$ cat config.mk
export PLATFORM = sky130hd
export DESIGN_NAME = mem_stream_reader
export DESIGN_NICKNAME = d
export VERILOG_FILES = /design/src/rtl/mem_stream_reader.sv
export SDC_FILE = /design/constraint.sdc
export NUM_CORES = 1
export LEC_CHECK = 0
export ABC_AREA = 1
export CORE_MARGIN = 4
export CORE_UTILIZATION = 53
export CTS_BUF_LIST = sky130_fd_sc_hd__clkbuf_2
export DETAILED_ROUTE_END_ITERATION = 10
export PLACE_DENSITY = 0.83
export REMOVE_ABC_BUFFERS = 1
export SLEW_MARGIN = 25
export SYNTH_ARGS = -nofsm -noshare
export SYNTH_HDL_FRONTEND = slang
export SYNTH_SLANG_ARGS = --single-unit
$ cat constraint.sdc
create_clock -name clkB -period 2.8 [get_ports clkB]
set_clock_uncertainty 0.1 [all_clocks]
set_input_delay 0.56 -clock clkB [delete_from_list [all_inputs] [get_ports clkB]]
set_output_delay 0.56 -clock clkB [all_outputs]
set_load 0.02 [all_outputs]
$ cat src/rtl/mem_stream_reader.sv
// Burst read sequencer for a 1-cycle-latency BRAM port. It issues COUNT
// consecutive reads from a base address and wraps the address modulo DEPTH.
// A 2-entry skid FIFO absorbs the read latency. The words leave as a
// valid/ready stream with a last marker.
module mem_stream_reader #(
  parameter int unsigned WIDTH = 32,
  parameter int unsigned DEPTH = 512,
  parameter int unsigned LEN_W = $clog2(DEPTH) + 1
) (
  input  logic                     clkB,
  input  logic                     rst,
  input  logic                     start,
  input  logic [$clog2(DEPTH)-1:0] base_addr,
  input  logic [LEN_W-1:0]         count,
  output logic                     busy,
  output logic                     done,
  output logic                     enB,
  output logic [$clog2(DEPTH)-1:0] addrB,
  input  logic [WIDTH-1:0]         doutB,
  output logic [WIDTH-1:0]         m_data,
  output logic                     m_valid,
  input  logic                     m_ready,
  output logic                     m_last
);

  localparam int unsigned AW = $clog2(DEPTH);

  typedef enum logic [1:0] {IDLE, RUN, DRAIN} state_t;

  state_t           state, state_nxt;
  logic [AW-1:0]    addr, addr_nxt;
  logic [LEN_W-1:0] issue_left, issue_left_nxt;
  logic [LEN_W-1:0] sent_left, sent_left_nxt;
  logic             done_nxt;

  logic             inflight;
  logic [WIDTH-1:0] fifo_mem [2];
  logic             wr_ptr, rd_ptr;
  logic [1:0]       fifo_cnt;
  logic             pop;
  logic             credit;

  // Stream side and read-issue decisions, all derived from registered state
  always_comb begin
    m_valid = (fifo_cnt != 2'd0);
    pop     = m_valid && m_ready;
    // Words already held plus the word in flight, less the word leaving, must leave room for one more
    credit  = (3'(fifo_cnt) + 3'(inflight) - 3'(pop)) < 3'd2;
    enB     = (state == RUN) && credit;
    addrB   = enB ? addr : '0;
    m_data  = m_valid ? fifo_mem[rd_ptr] : '0;
    m_last  = m_valid && (sent_left == LEN_W'(1));
    busy    = (state != IDLE);
  end

  // Next-state logic: burst bookkeeping and the completion pulse
  always_comb begin
    state_nxt      = state;
    addr_nxt       = addr;
    issue_left_nxt = issue_left;
    sent_left_nxt  = sent_left;
    done_nxt       = 1'b0;

    if (pop) begin
      sent_left_nxt = sent_left - LEN_W'(1);
    end

    case (state)
      IDLE: begin
        if (start) begin
          if (count == '0) begin
            done_nxt = 1'b1;
          end else begin
            state_nxt      = RUN;
            addr_nxt       = base_addr;
            issue_left_nxt = count;
            sent_left_nxt  = count;
          end
        end
      end
      RUN: begin
        if (enB) begin
          addr_nxt       = (addr == AW'(DEPTH - 1)) ? '0 : addr + AW'(1);
          issue_left_nxt = issue_left - LEN_W'(1);
          if (issue_left == LEN_W'(1)) begin
            state_nxt = DRAIN;
          end
        end
      end
      DRAIN: begin
        if (pop && (sent_left == LEN_W'(1))) begin
          state_nxt = IDLE;
          done_nxt  = 1'b1;
        end
      end
      default: state_nxt = IDLE;
    endcase
  end

  // Control state registers
  always_ff @(posedge clkB) begin
    if (rst) begin
      state      <= IDLE;
      addr       <= '0;
      issue_left <= '0;
      sent_left  <= '0;
      done       <= 1'b0;
    end else begin
      state      <= state_nxt;
      addr       <= addr_nxt;
      issue_left <= issue_left_nxt;
      sent_left  <= sent_left_nxt;
      done       <= done_nxt;
    end
  end

  // Skid FIFO pointers and occupancy; a read issued last cycle always lands
  always_ff @(posedge clkB) begin
    if (rst) begin
      inflight <= 1'b0;
      wr_ptr   <= 1'b0;
      rd_ptr   <= 1'b0;
      fifo_cnt <= 2'd0;
    end else begin
      inflight <= enB;
      if (inflight) begin
        wr_ptr <= ~wr_ptr;
      end
      if (pop) begin
        rd_ptr <= ~rd_ptr;
      end
      case ({inflight, pop})
        2'b10:   fifo_cnt <= fifo_cnt + 2'd1;
        2'b01:   fifo_cnt <= fifo_cnt - 2'd1;
        default: fifo_cnt <= fifo_cnt;
      endcase
    end
  end

  // Skid FIFO storage; data path only, so it has no reset
  always_ff @(posedge clkB) begin
    if (inflight) begin
      fifo_mem[wr_ptr] <= doutB;
    end
  end

endmodule
==> results.md <==
| Item | Reported |
|:---|:---|
| CTS Hold Bufs | 0 |
| Final Core Density | 70.80% |
| Highest net fanout along the worst path | 6 |
| Count of endpoints failing hold in the final timing report | 0 |
| Buffers & Inverters on Critical Path | 3 |
| Setup slack of the critical path after layout | -394.1 ps |
| Critical path arrival | 2530 ps |
| Cells along the critical path | nor2_4 > nor2_2 > nand2_1 > o21ai_1 > inv_1 > fa_2 > nand4_4 > buf_12 > nor2_2 > buf_6 |
| Input/output buffers | 100 |
| Count of clock tree sinks | 102 |
| Max-slew violation total from the final report | 0 |
| Number of H-tree levels | 3 |
| Root Driver | clkbuf_2 |
| Routed WL per cell | 14.32 um |
| Clock slew at reported path FFs | 310 ps |
| Sequential fraction of the synthesis area | 55.86% |
| Count of endpoints failing setup in the final report | 10 |
| Reg2reg path depth | 15 |
| Worst-Skew Late Latency | 560 ps |
| Global-route track usage on met1 | 26.08% |
| Non-Filler Cell Area, Final | 6205 um2 |
| Cell count of the worst hold path | 1 |
| Total overflow reported by the global router | 0 |
| Total length of routed wires | 11420 um |
| Horizontal extent of the die | 103.2 um |
| Data required time at the worst endpoint | 2140 ps |
| Areal power density over the cells | 609.7 nW/um2 |
| Critical Path Max Stage Delay | 560 ps |
| Dpl cell area | 6005 um2 |
| Static Leak | 0.002666 uW |
| Setup CP Type | reg2out |
| Launch instance of the worst register-to-register path | fifo_cnt[0] |
| Area enclosed by the die boundary | 10650 um2 |
| Initial antenna violation count | 0 |
| Synthesis-to-finish area growth | 29.21% |
| Post-layout net count | 747 |
| Startpoint Class | flip-flop |
| Reported max-cap violation count | 0 |
| Synthesized area per cell | 8.381 um2 |
| Most utilized layer in the global route result | met2 |
| Remaining antenna violation count | 0 |
| Instance count of the mapped netlist | 573 |
| Largest voltage drop on the vdd net | 0.3464 mV |
| Most frequent cell on the critical path | nor2_2 |
| Mean number of vias per cell | 5.224 |
| Worst slew margin relative to its limit | 64.35% |
| Number of warnings reported in the yosys synthesis log | 0 |
| Cell with the biggest individual delay on the critical path | fa_2 |
| Number of diodes | 0 |
| Area of the core | 8763 um2 |
| TritonCTS clock tree | done |
| Final Cycle Share | 114.1% |
| Sum of internal, switching and leakage power | 3783 uW |
| Kind of cell adding the most delay to the critical path | adder cells |
| Number of DRC markers after the initial detailed-route iteration | 171 |
| Final GP Congestion | 0.9263 |
| Reg2Reg Setup Slack | 200 ps |
| Cts bufs inserted | 9 |
| Total global-route track usage | 21.48% |
| Unrepaired setup endpoints after global routing | true |
| Worst hold margin | 354.4 ps |
| Global-route met2 utilization | 37.99% |
| Via count of the first global-routing pass | 4083 |
| Effective utilization at floorplan | 54.80% |
| Fill cell count | 699 |
| Total standard cell area after synthesis | 4802 um2 |
| Failing checks | negative setup slack |
| Prevailing post-synth register cell | edfxtp_1 |
| Global-route wire length before repair | 17920 um |
| Synth unique cells | 34 |
| Proportion of layout cells with a drive suffix above 1 | 11.01% |
| Outcome | complete, but fails checks |
| Capture instance of the worst register-to-register path | issue_left[9] |
| Yosys reg bits | 102 |
| Async S/R FF share, synth | 0% |
| DRC violation count after routing | 0 |
| Largest net degree at the start of global routing | 35 |
| Number of placement rows | 34 |
| CTS Buffer Depth | 2 |
| Fmax | 0.3131 GHz |
| Via count of the routed design | 4169 |
| EDFF count, synth | 64 |
| Hold path start | rd_ptr |
| Worst hold path class | reg2reg |
| Met3 Usage GRT | 4.628% |
| Detail Placement HPWL | 7968 um |
| Transition at the pin with the smallest max-transition slack | 534.1 ps |
| Nature of the critical path endpoint | output pin |
| Chip height | 103.2 um |
| Number of detailed-routing iterations run before antenna repair | 5 |
| I/O pin count | 101 |
| Post-layout min period | 3194 ps |
-- sequential cells by signal, indices dropped and copies added, names as in the netlist, named ones only --
register and cells:
sent_left 10, rd_ptr 1, done 1, inflight 1, wr_ptr 1, addr 9, issue_left 10, fifo_cnt 2
fifo_mem 64, state 2
-- Yosys cell counts, types with 4 or more instances --
master	number	share of area, %
ha_1	6	1.6
clkbuf_1	15	1.2
inv_1	57	4.5
a21oi_1	56	5.8
edfxtp_1	64	40
dfxtp_1	38	16
nand2_1	176	14
nand2_2	4	0.52
o21ai_0	30	3.1
nor2_1	59	4.6
nand3_1	29	3.0
nand4_1	4	0.52
-- report_power, final --
| group | internal [uW] | switching (uW) |
|---|---|---|
| combinational | 481 | 783 |
| sequential | 1750 | 96.8 |
| clock | 143 | 533 |
-- final cells by class --
cell class                 instances  area (um2)  share of cell area (%)
timing repair buffer             123        1181                   19.04
sequential                       102        2689                   43.34
tap                              108       135.1                   2.178
clock inverter                     7       62.56                   1.008
clock buffer                       9       45.04                  0.7260
inverter                          60       231.5                   3.731
multi-input combinational        389        1861                   29.99
-- worst max path at each step --
stage          slack, ps        to   startpoint  depth (start not counted)
6_report            -390  addrB[7]  fifo_cnt[0]                         10
5_1_grt             -560  addrB[7]  fifo_cnt[0]                         10
4_1_cts             -440  addrB[4]  fifo_cnt[0]                         10
3_5_place_dp        -910  addrB[6]      m_ready                         11
3_3_place_gp        -850  addrB[8]      m_ready                         11
2_1_floorplan       -430  addrB[0]  fifo_cnt[1]                          7
-- what timing repair did --
item,CTS,global route
setup buffers,1,1
resized for setup,109,14
endpoints found under the setup margin,44,13
cloned,1,0
pin swaps,0,1
-- cell families (layout without fill, tap and decap cells) --
group | count (synthesis) | after routing | synth area share (%)
buf+inv | 82 | 199 | 7.035
compound gates | 94 | 94 | 10.16
simple gates | 282 | 282 | 23.87
xor+xnor | 6 | 6 | 1.095
fa+ha+maj | 7 | 7 | 1.980
flops | 102 | 102 | 55.86
-- worst register-to-register path: stages, from the launching register on --
cell and delay (ps):
dfxtp_4 440, nor2_4 40, nor2_2 90, nand2_1 80, o21ai_1 120, inv_1 60
fa_2 560, nand4_4 130, clkbuf_16 210, buf_4 140, nand2_2 60, nand2_2 70
buf_4 180, nor2_1 100, nand2_1 50, a21oi_1 120
-- routing by layer --
layer | up-vias | routed length (um) | share of wire, %
li1 | 2098 | - | -
met2 | 181 | 5575 | 49
met3 | 19 | 1034 | 9.1
met4 | 0 | 187 | 1.6
met1 | 1871 | 4626 | 40
met5 | - | 0 | 0
-- per-stage QoR --
stage          setup slack, ps  setup TNS [ps]  std cells
2_1_floorplan           -429.4           -8758        551
3_3_place_gp            -849.4          -14600        780
3_5_place_dp            -905.2          -15740        780
4_1_cts                 -439.4           -4132        798
5_1_grt                 -559.0           -5405        798
6_report                -394.1           -3580        798
-- layout by cell type, fill, tap and decap left out, drive strengths merged, types with 3 or more instances in the layout --
cell type        n
ha               6
nand4            5
nand2          180
edfxtp          64
nor2            62
o21ai           30
xor2             3
nand3           29
inv             63
a31oi            3
clkdlybuf4s50   56
dlygate4sd2     34
dfxtp           38
a21oi           57
xnor2            3
buf             32
clkbuf          10
clkinv           4
Power figures use the tool's default switching activity.
